<file path="config.mk">
export PLATFORM = sky130hd
export DESIGN_NAME = uart_rx_fifo
export DESIGN_NICKNAME = d
export VERILOG_FILES = /design/src/rtl/uart_rx_fifo.sv
export SDC_FILE = /design/constraint.sdc
export NUM_CORES = 1
export LEC_CHECK = 0
export BUFFER_PORTS_ARGS = -buffer_cell sky130_fd_sc_hd__clkbuf_2
export CAP_MARGIN = 20
export CORE_UTILIZATION = 45
export CTS_CLUSTER_DIAMETER = 30
export DETAILED_ROUTE_END_ITERATION = 12
export PLACE_DENSITY = 0.68
export REMOVE_ABC_BUFFERS = 1
export SLEW_MARGIN = 20
export SYNTH_ARGS = -nofsm -noshare
export SYNTH_HDL_FRONTEND = slang
export SYNTH_SLANG_ARGS = --single-unit
</file>
<file path="constraint.sdc">
create_clock -name clk -period 5 [get_ports clk]
set_clock_uncertainty 0.2 [all_clocks]
set_input_delay 0.75 -clock clk [delete_from_list [all_inputs] [get_ports clk]]
set_output_delay 0.75 -clock clk [all_outputs]
set_load 0.01 [all_outputs]
</file>
<file path="src/rtl/uart_rx_fifo.sv">
// uart_rx_fifo: oversampled serial receiver with deglitch filter, parity/framing/break
// detection and a small receive FIFO with valid/ready output and sticky overrun.
`default_nettype none

module uart_rx_fifo #(
    parameter int DATA_BITS   = 8,
    parameter int PARITY      = 0,
    parameter int STOP_BITS   = 1,
    parameter int DIV_W       = 16,
    parameter int FIFO_DEPTH  = 4,
    parameter int FILTER_BITS = 2
) (
    input  logic                 clk,
    input  logic                 rst,
    input  logic [DIV_W-1:0]     div,
    input  logic                 rxd,
    output logic                 out_val,
    input  logic                 out_rdy,
    output logic [DATA_BITS-1:0] out_data,
    output logic                 out_perr,
    output logic                 out_ferr,
    output logic                 brk,
    output logic                 overrun,
    input  logic                 overrun_clr
);

    localparam int AW = (FIFO_DEPTH > 1) ? $clog2(FIFO_DEPTH) : 1;
    localparam int IW = $clog2(DATA_BITS);
    localparam int EW = DATA_BITS + 2;

    typedef enum logic [2:0] {
        S_IDLE   = 3'd0,
        S_START  = 3'd1,
        S_DATA   = 3'd2,
        S_PARITY = 3'd3,
        S_STOP   = 3'd4
    } state_t;

    logic [FILTER_BITS-1:0] hist_q;
    logic [FILTER_BITS-1:0] hist_d;
    logic                   filt_q;
    logic                   armed_q;
    state_t                 state_q;
    logic [DIV_W-1:0]       div_q;
    logic [DIV_W-1:0]       cnt_q;
    logic [DIV_W-1:0]       div_clamped;
    logic [IW-1:0]          idx_q;
    logic                   stop_idx_q;
    logic [DATA_BITS-1:0]   shreg_q;
    logic                   pbit_q;
    logic                   perr_q;
    logic                   ferr_q;
    logic                   brk_q;
    logic                   ovr_q;
    logic                   tick;
    logic                   sample;
    logic                   last_stop;
    logic                   ferr_d;
    logic                   done_d;

    generate
        if (FILTER_BITS > 1) begin : g_filt_multi
            assign hist_d = {hist_q[FILTER_BITS-2:0], rxd};
        end else begin : g_filt_single
            assign hist_d = rxd;
        end
    endgenerate

    always_ff @(posedge clk) begin
        if (rst) begin
            hist_q <= '1;
            filt_q <= 1'b1;
        end else begin
            hist_q <= hist_d;
            if (&hist_q)
                filt_q <= 1'b1;
            else if (~|hist_q)
                filt_q <= 1'b0;
        end
    end

    assign div_clamped = (div < DIV_W'(4)) ? DIV_W'(4) : div;
    assign tick        = (cnt_q == div_q - DIV_W'(1));
    assign sample      = (cnt_q == (div_q >> 1) - DIV_W'(1));
    assign last_stop   = (STOP_BITS == 1) || stop_idx_q;
    assign ferr_d      = ferr_q | ~filt_q;
    assign done_d      = (state_q == S_STOP) && sample && last_stop;

    // A start needs a high line seen in IDLE first, so a held-low break yields one frame only.
    always_ff @(posedge clk) begin
        if (rst) begin
            state_q    <= S_IDLE;
            armed_q    <= 1'b1;
            div_q      <= '0;
            cnt_q      <= '0;
            idx_q      <= '0;
            stop_idx_q <= 1'b0;
            shreg_q    <= '0;
            pbit_q     <= 1'b0;
            perr_q     <= 1'b0;
            ferr_q     <= 1'b0;
            brk_q      <= 1'b0;
        end else begin
            cnt_q <= (state_q == S_IDLE || tick) ? '0 : cnt_q + DIV_W'(1);
            brk_q <= done_d && (shreg_q == '0) && !pbit_q && ferr_d;
            case (state_q)
                S_IDLE: begin
                    if (filt_q) begin
                        armed_q <= 1'b1;
                    end else if (armed_q) begin
                        state_q    <= S_START;
                        armed_q    <= 1'b0;
                        div_q      <= div_clamped;
                        stop_idx_q <= 1'b0;
                        pbit_q     <= 1'b0;
                        perr_q     <= 1'b0;
                        ferr_q     <= 1'b0;
                    end
                end
                S_START: begin
                    if (sample && filt_q) begin
                        state_q <= S_IDLE;
                        armed_q <= 1'b1;
                    end else if (tick) begin
                        state_q <= S_DATA;
                        idx_q   <= '0;
                    end
                end
                S_DATA: begin
                    if (sample)
                        shreg_q <= {filt_q, shreg_q[DATA_BITS-1:1]};
                    if (tick) begin
                        if (idx_q == IW'(DATA_BITS - 1))
                            state_q <= (PARITY != 0) ? S_PARITY : S_STOP;
                        else
                            idx_q <= idx_q + IW'(1);
                    end
                end
                S_PARITY: begin
                    if (sample) begin
                        pbit_q <= filt_q;
                        perr_q <= ((^shreg_q) ^ filt_q) != (PARITY == 2);
                    end
                    if (tick)
                        state_q <= S_STOP;
                end
                S_STOP: begin
                    if (sample) begin
                        ferr_q <= ferr_d;
                        if (last_stop) begin
                            state_q <= S_IDLE;
                            armed_q <= filt_q;
                        end
                    end else if (tick) begin
                        stop_idx_q <= 1'b1;
                    end
                end
                default: state_q <= S_IDLE;
            endcase
        end
    end

    logic [EW-1:0] mem_q [FIFO_DEPTH];
    logic [AW-1:0] wr_q;
    logic [AW-1:0] rd_q;
    logic [AW:0]   count_q;
    logic          pop;
    logic          full;
    logic          accept;
    logic          drop;

    assign pop    = out_val && out_rdy;
    assign full   = (count_q == (AW+1)'(FIFO_DEPTH));
    assign accept = done_d && (!full || pop);
    assign drop   = done_d && full && !pop;

    always_ff @(posedge clk) begin
        if (rst) begin
            wr_q    <= '0;
            rd_q    <= '0;
            count_q <= '0;
            ovr_q   <= 1'b0;
            for (int i = 0; i < FIFO_DEPTH; i++)
                mem_q[i] <= '0;
        end else begin
            if (accept) begin
                mem_q[wr_q] <= {perr_q, ferr_d, shreg_q};
                wr_q        <= wr_q + AW'(1);
            end
            if (pop)
                rd_q <= rd_q + AW'(1);
            if (accept && !pop)
                count_q <= count_q + (AW+1)'(1);
            else if (!accept && pop)
                count_q <= count_q - (AW+1)'(1);
            // A drop in the same cycle as a clear keeps the flag set.
            if (drop)
                ovr_q <= 1'b1;
            else if (overrun_clr)
                ovr_q <= 1'b0;
        end
    end

    assign out_val  = (count_q != '0);
    assign out_data = mem_q[rd_q][DATA_BITS-1:0];
    assign out_ferr = mem_q[rd_q][DATA_BITS];
    assign out_perr = mem_q[rd_q][DATA_BITS+1];
    assign brk      = brk_q;
    assign overrun  = ovr_q;

endmodule

`default_nettype wire

</file>
==> results.toml, run 1 <==
[status]
outcome = "complete, no violations"

[sta]
tns_ns = 0
setup_viol = 0
min_period_ns = 4.449
tightest_slew_ns = 1.064
finalCritPeriodShare_pct = 88.97
rsz0062_at_grt = "false"
finalHoldViolCount = 0
finalMaxSlewViolations = 0
fmax_ghz = 0.2248
worst_slack_ns = 0.5513
relSlewSlack_pct = 28.76

[cts]
clockBufferDepth = 2
clockRootBuffer = "clkbuf_16"
cts_max_level = 3
cts-hold-fix-buffers = 0
clk_transition_reported_paths_ns = 0.08
worstSkewPairLatency_ns = 0.36
cts_sinks = 104
tritoncts = "yes"
cts_buffers = 9

[global_routing]
grt_max_degree = 57
grt_overflow = 0
grt_pass1_vias = 4869
grt_use_total_pct = 21.80
antenna_found_initial = 0
grt_pass1_wl_um = 24000

[route]
wl_per_cell_um = 17.58
first_pass_iters = 4
antenna_left = 0
finalWirelength_um = 14430
drc_errors = 0
viasPerCell = 5.889
drtIter0Drc = 466
num_vias = 4835

[worst_setup_path]
start_kind = "flop"
reg2reg_depth = 14
ff2ff_setup_slack_ns = 0.55
regToRegEndpoint = "count_q[2]"
cp.required_ns = 5.09
arrival_ns = 4.53
critPathCaptureType = "flop"
crit_path_end = "count_q[2]"
startpoint = "div_q[2]"
rr_startpoint = "div_q[2]"
crit_type = "reg -> reg"
crit_fanout = 9

[yosys]
synth_ff_type = "dfxtp_1"
ys_ff_latch = 104
netlist.area_leader.share_pct = 20.99
synth_edf_count = 40
synthArstFlopShare_pct = 0
syn_area_per_cell_um2 = 9.566
yosysWarnings = 0
synth_cell_types = 69
synth_area_leader_cell = "dfxtp_1"
synth_cells = 638
yosysSeqAreaShare_pct = 40.67
netlist_area_um2 = 6103
ys_top_cells_by_count = "nand2_1, dfxtp_1, nor2_1"
yosysMostFrequentCell = "nand2_1"
ys_top_cells_by_area = "dfxtp_1, edfxtp_1, nor3_2, xnor2_1, nand2_1"

[floorplan]
fp.dieH_um = 118.5
die-area_um2 = 14030
fp.dieW_um = 118.5
rows = 42
core_area_um2 = 13240
ios = 34
start_util_pct = 46.09

[pwr]
power_mw = 1.681
power_switching_share_pct = 23.45
clockPowerShare_pct = 41.0
irDropWorstVdd_uv = 147.5
p_seq_share_pct = 53.4
power_density_nw_per_um2 = 254.5
p_int_mw = 1.287
power_leakage_nw = 2.202
p_sw_mw = 0.3942
combPwrFrac_pct = 5.6

[min_path]
worstHoldStart = "overrun"
hp-class = "reg -> reg"
holdPathStages = 2

[placement]
portBuffers = 33
hpwl_um = 10330
post_dp_cell_area_um2 = 6311
gp_congestion = 0.9003
pre_cts_ws_ns = 0.3828

[layout]
num_antenna_cells = 0
fin_util_pct = 49.88
finalNetCount = 672
drive_above_1_share_pct = 19.69
syn2layout_area_growth_pct = 8.220
finalInstanceArea_um2 = 6605

[flow_run]
maxCapViolCount = 0
## per-stage QoR
stage                     cells  hold slack (ns)
after detailed placement    805           0.2465
after global placement      805           0.2474
after CTS                   821           0.2632
final                       821           0.2569
after global routing        821           0.2748
after floorplan             589           0.2394
## how the worst min path moves through the flow
stage | slack (ns) | to
2_1_floorplan | 0.24 | hist_q[1]
3_3_place_gp | 0.25 | overrun
3_5_place_dp | 0.25 | overrun
4_1_cts | 0.26 | overrun
5_1_grt | 0.27 | overrun
6_report | 0.26 | overrun
## layout make-up
cell class	count	area, µm²
multi-input cells	460	3303
inverters	25	93.84
clock buffers	10	239.0
well taps	176	220.2
fillers	1233	6638
flip-flops and latches	104	2482
clock inverters	6	48.80
repair buffers	40	217.7
## flip-flops by register name, summed over array words and instances (netlist names), named ones only
| name | cells |
|---|---|
| armed_q | 1 |
| brk | 1 |
| cnt_q | 16 |
| count_q | 3 |
| div_q | 16 |
| ferr_q | 1 |
| filt_q | 1 |
| hist_q | 2 |
| idx_q | 3 |
| mem_q | 40 |
| overrun | 1 |
| pbit_q | 1 |
| perr_q | 1 |
| rd_q | 2 |
| shreg_q | 8 |
| state_q | 3 |
| wr_q | 2 |
## routing by layer
layer / up-vias / part of all wire (%) / track usage, %
li1: 2305 / - / -
met1: 2337 / 42 / 25.72
met2: 161 / 50 / 37.68
met3: 32 / 4.8 / 4.344
met4: 0 / 3.4 / 10.84
met5: - / 0 / 0
## cell usage in the layout, fill, tap and decap left out, drive strengths merged, types with 3 or more instances in the layout
cell    instances
a211o           3
a211oi          6
a21o            5
a21oi          29
a31oi           4
and3            9
buf             7
clkbuf         43
dfxtp          64
edfxtp         40
ha             10
inv            28
mux2            4
mux4           10
nand2          67
nand2b          8
nand3          12
nand3b          5
nand4          18
nor2           52
nor2b           7
nor3           47
nor3b           6
nor4           13
nor4b           9
o21ai          21
o22ai           6
o311ai          3
or2             3
or3             5
or4             4
or4b            4
xnor2          35
xor2           24
## worst max-delay path: stages (launching register included)
cell	delay [ns]
dfxtp_1	0.40
inv_1	0.11
ha_1	0.29
or4b_4	0.56
nor4_1	0.31
xnor2_1	0.19
o2111ai_1	0.21
nor3b_2	0.36
nor4b_2	0.41
ha_1	0.26
inv_1	0.06
fa_1	0.37
xor2_1	0.18
or3_1	0.32
a21oi_1	0.14
## repair_timing
item	CTS	global route
endpoints found under the setup margin	0	1
gates resized for setup	0	1
setup buffers	0	0
endpoints found under the hold margin	0	0
## power by group through the flow
| stage | logic, mW | clock network (mW) | registers, mW |
|---|---|---|---|
| 2_1_floorplan | 0.0576 | 0 | 0.914 |
| 3_3_place_gp | 0.0926 | 0 | 0.916 |
| 3_5_place_dp | 0.0933 | 0 | 0.918 |
| 4_1_cts | 0.0939 | 0.700 | 0.898 |
| 5_1_grt | 0.102 | 0.733 | 0.900 |
| 6_report | 0.0940 | 0.689 | 0.898 |
## cells by family (layout without fill, tap and decap cells)
group | after synthesis | in the layout | share of synthesized area, %
muxes | 16 | 16 | 4.756
DFF | 104 | 104 | 40.67
buffers and inverters | 74 | 81 | 5.494
and+or+nand+nor | 276 | 276 | 27.43
xor gates and xnor gates | 59 | 59 | 8.466
AOI/OAI and AO/OA | 98 | 98 | 10.80
adders and majority gates | 11 | 11 | 2.378
No activity file was read; power rests on OpenSTA's default activity.
==> run 2: changes to the inputs <==
==> constraint.sdc (replaced) <==
create_clock -name clk -period 5 [get_ports clk]
set_clock_uncertainty 0.2 [all_clocks]
set_input_delay 0.5 -clock clk [delete_from_list [all_inputs] [get_ports clk]]
set_output_delay 0.5 -clock clk [all_outputs]
set_load 0.01 [all_outputs]
==> results.toml, run 2 (same netlist as run 1, synthesis figures left out) <==
[layout]
final_cells = 821
final_common_cell = "nand2_1"
mostFrequentLayoutCells = "nand2_1, dfxtp_1, nor2_1, edfxtp_1, xnor2_1"
final.fill_count = 1239
num_antenna_cells = 0
largest_register_ffs = 40
regArea_um2 = 2482
drive_above_1_share_pct = 19.53
fin_util_pct = 50.04
reg_top3 = "mem_q (40), cnt_q (16), div_q (16)"
top_register = "mem_q"
finalInstanceArea_um2 = 6626
syn2layout_area_growth_pct = 8.569
multiInputGateArea_um2 = 3297
finalNetCount = 672

[cts]
cts_sinks = 104
tritoncts = "yes"
cts_max_level = 3
cts-hold-fix-buffers = 0
post-cts-setup-buffers = 0
worstSkewPairLatency_ns = 0.37
clockBufferDepth = 2
ctsResizeCount = 0
clk_transition_reported_paths_ns = 0.07
clockRootBuffer = "clkbuf_16"
cts_buffers = 9

[pwr]
irDropWorstVdd_uv = 165.9
power_density_nw_per_um2 = 263.2
power_leakage_nw = 2.217

[route]
antenna_left = 0
wl_per_cell_um = 17.36
num_vias = 4702
drtIter0Drc = 611
first_pass_iters = 5
viasPerCell = 5.727
drc_errors = 0
finalWirelength_um = 14250

[global_routing]
grt_pass1_vias = 4604
grt_overflow = 0
grt_pass1_wl_um = 23430
grt_use_total_pct = 21.59
antenna_found_initial = 0
grt_max_degree = 58

[sta]
finalHoldViolCount = 0
tns_ns = 0
setup_viol = 0
rsz0062_at_grt = "false"
finalCritPeriodShare_pct = 87.93
fmax_ghz = 0.2275
min_period_ns = 4.396
finalMaxSlewViolations = 0
whs_ns = 0.1223
tightest_slew_ns = 1.068
relSlewSlack_pct = 28.55

[worst_setup_path]
crit_type = "reg -> reg"
start_kind = "flop"
arrival_ns = 4.49
crit_fanout = 9
cp.required_ns = 5.09
critPathCaptureType = "flop"

[status]
outcome = "complete, no violations"

[floorplan]
start_util_pct = 46.09
ios = 34
die-area_um2 = 14030
fp.dieH_um = 118.5
fp.dieW_um = 118.5
core_area_um2 = 13240
rows = 42

[flow_run]
maxCapViolCount = 0

[placement]
hpwl_um = 10030
post_dp_cell_area_um2 = 6311
place_inst = 805
portBuffers = 33
gp_congestion = 0.9211

[min_path]
hp-class = "in -> reg"
## run 2: per-stage QoR
step / power (mW) / worst slack (ns)
2_1_floorplan: 0.9720 / -3.344
3_3_place_gp: 1.009 / 0.7804
3_5_place_dp: 1.012 / 0.6851
4_1_cts: 1.762 / 0.6466
5_1_grt: 1.795 / 0.3149
6_report: 1.744 / 0.6036
## run 2: worst paths after layout
path                            cells after the start         end  slack, ns      from
worst max register to register                     15  count_q[2]       0.60  div_q[2]
worst max-delay path                               15  count_q[2]       0.60  div_q[2]
worst min register to register                      2     overrun       0.26   overrun
worst min-delay path                                2   hist_q[0]       0.12       rxd
## run 2: power by group
group / total (mW) / internal, mW / switching (mW)
logic: 0.0945 / 0.0388 / 0.0557
registers: 0.898 / 0.890 / 0.00830
clock network: 0.751 / 0.403 / 0.348
## run 2: area by class of cell
cell class	count	area share [%]
clock buffer	10	3.455
clock inverter	6	1.303
inverter	25	1.416
multi-input combinational	460	49.75
sequential	104	37.46
tap	176	3.323
timing repair buffer	40	3.285
## run 2: worst max-delay path, stage by stage, from the launching register on
cell and delay, ns:
dfxtp_1 0.40, inv_1 0.12, ha_1 0.28, or4b_4 0.56, nor4_1 0.33, xnor2_1 0.18, o2111ai_1 0.20, nor3b_2 0.38
nor4b_1 0.28, buf_4 0.18, ha_1 0.17, inv_1 0.06, fa_1 0.39, xor2_1 0.17, or3_1 0.31, a21oi_1 0.14
## run 2: layer usage
layer,vias to the layer above,GRT usage [%],routed length (µm)
li1,2295,-,-
met1,2282,26.37,6181
met2,102,37.54,7201
met3,23,3.861,545
met4,0,8.703,326
met5,-,0,0
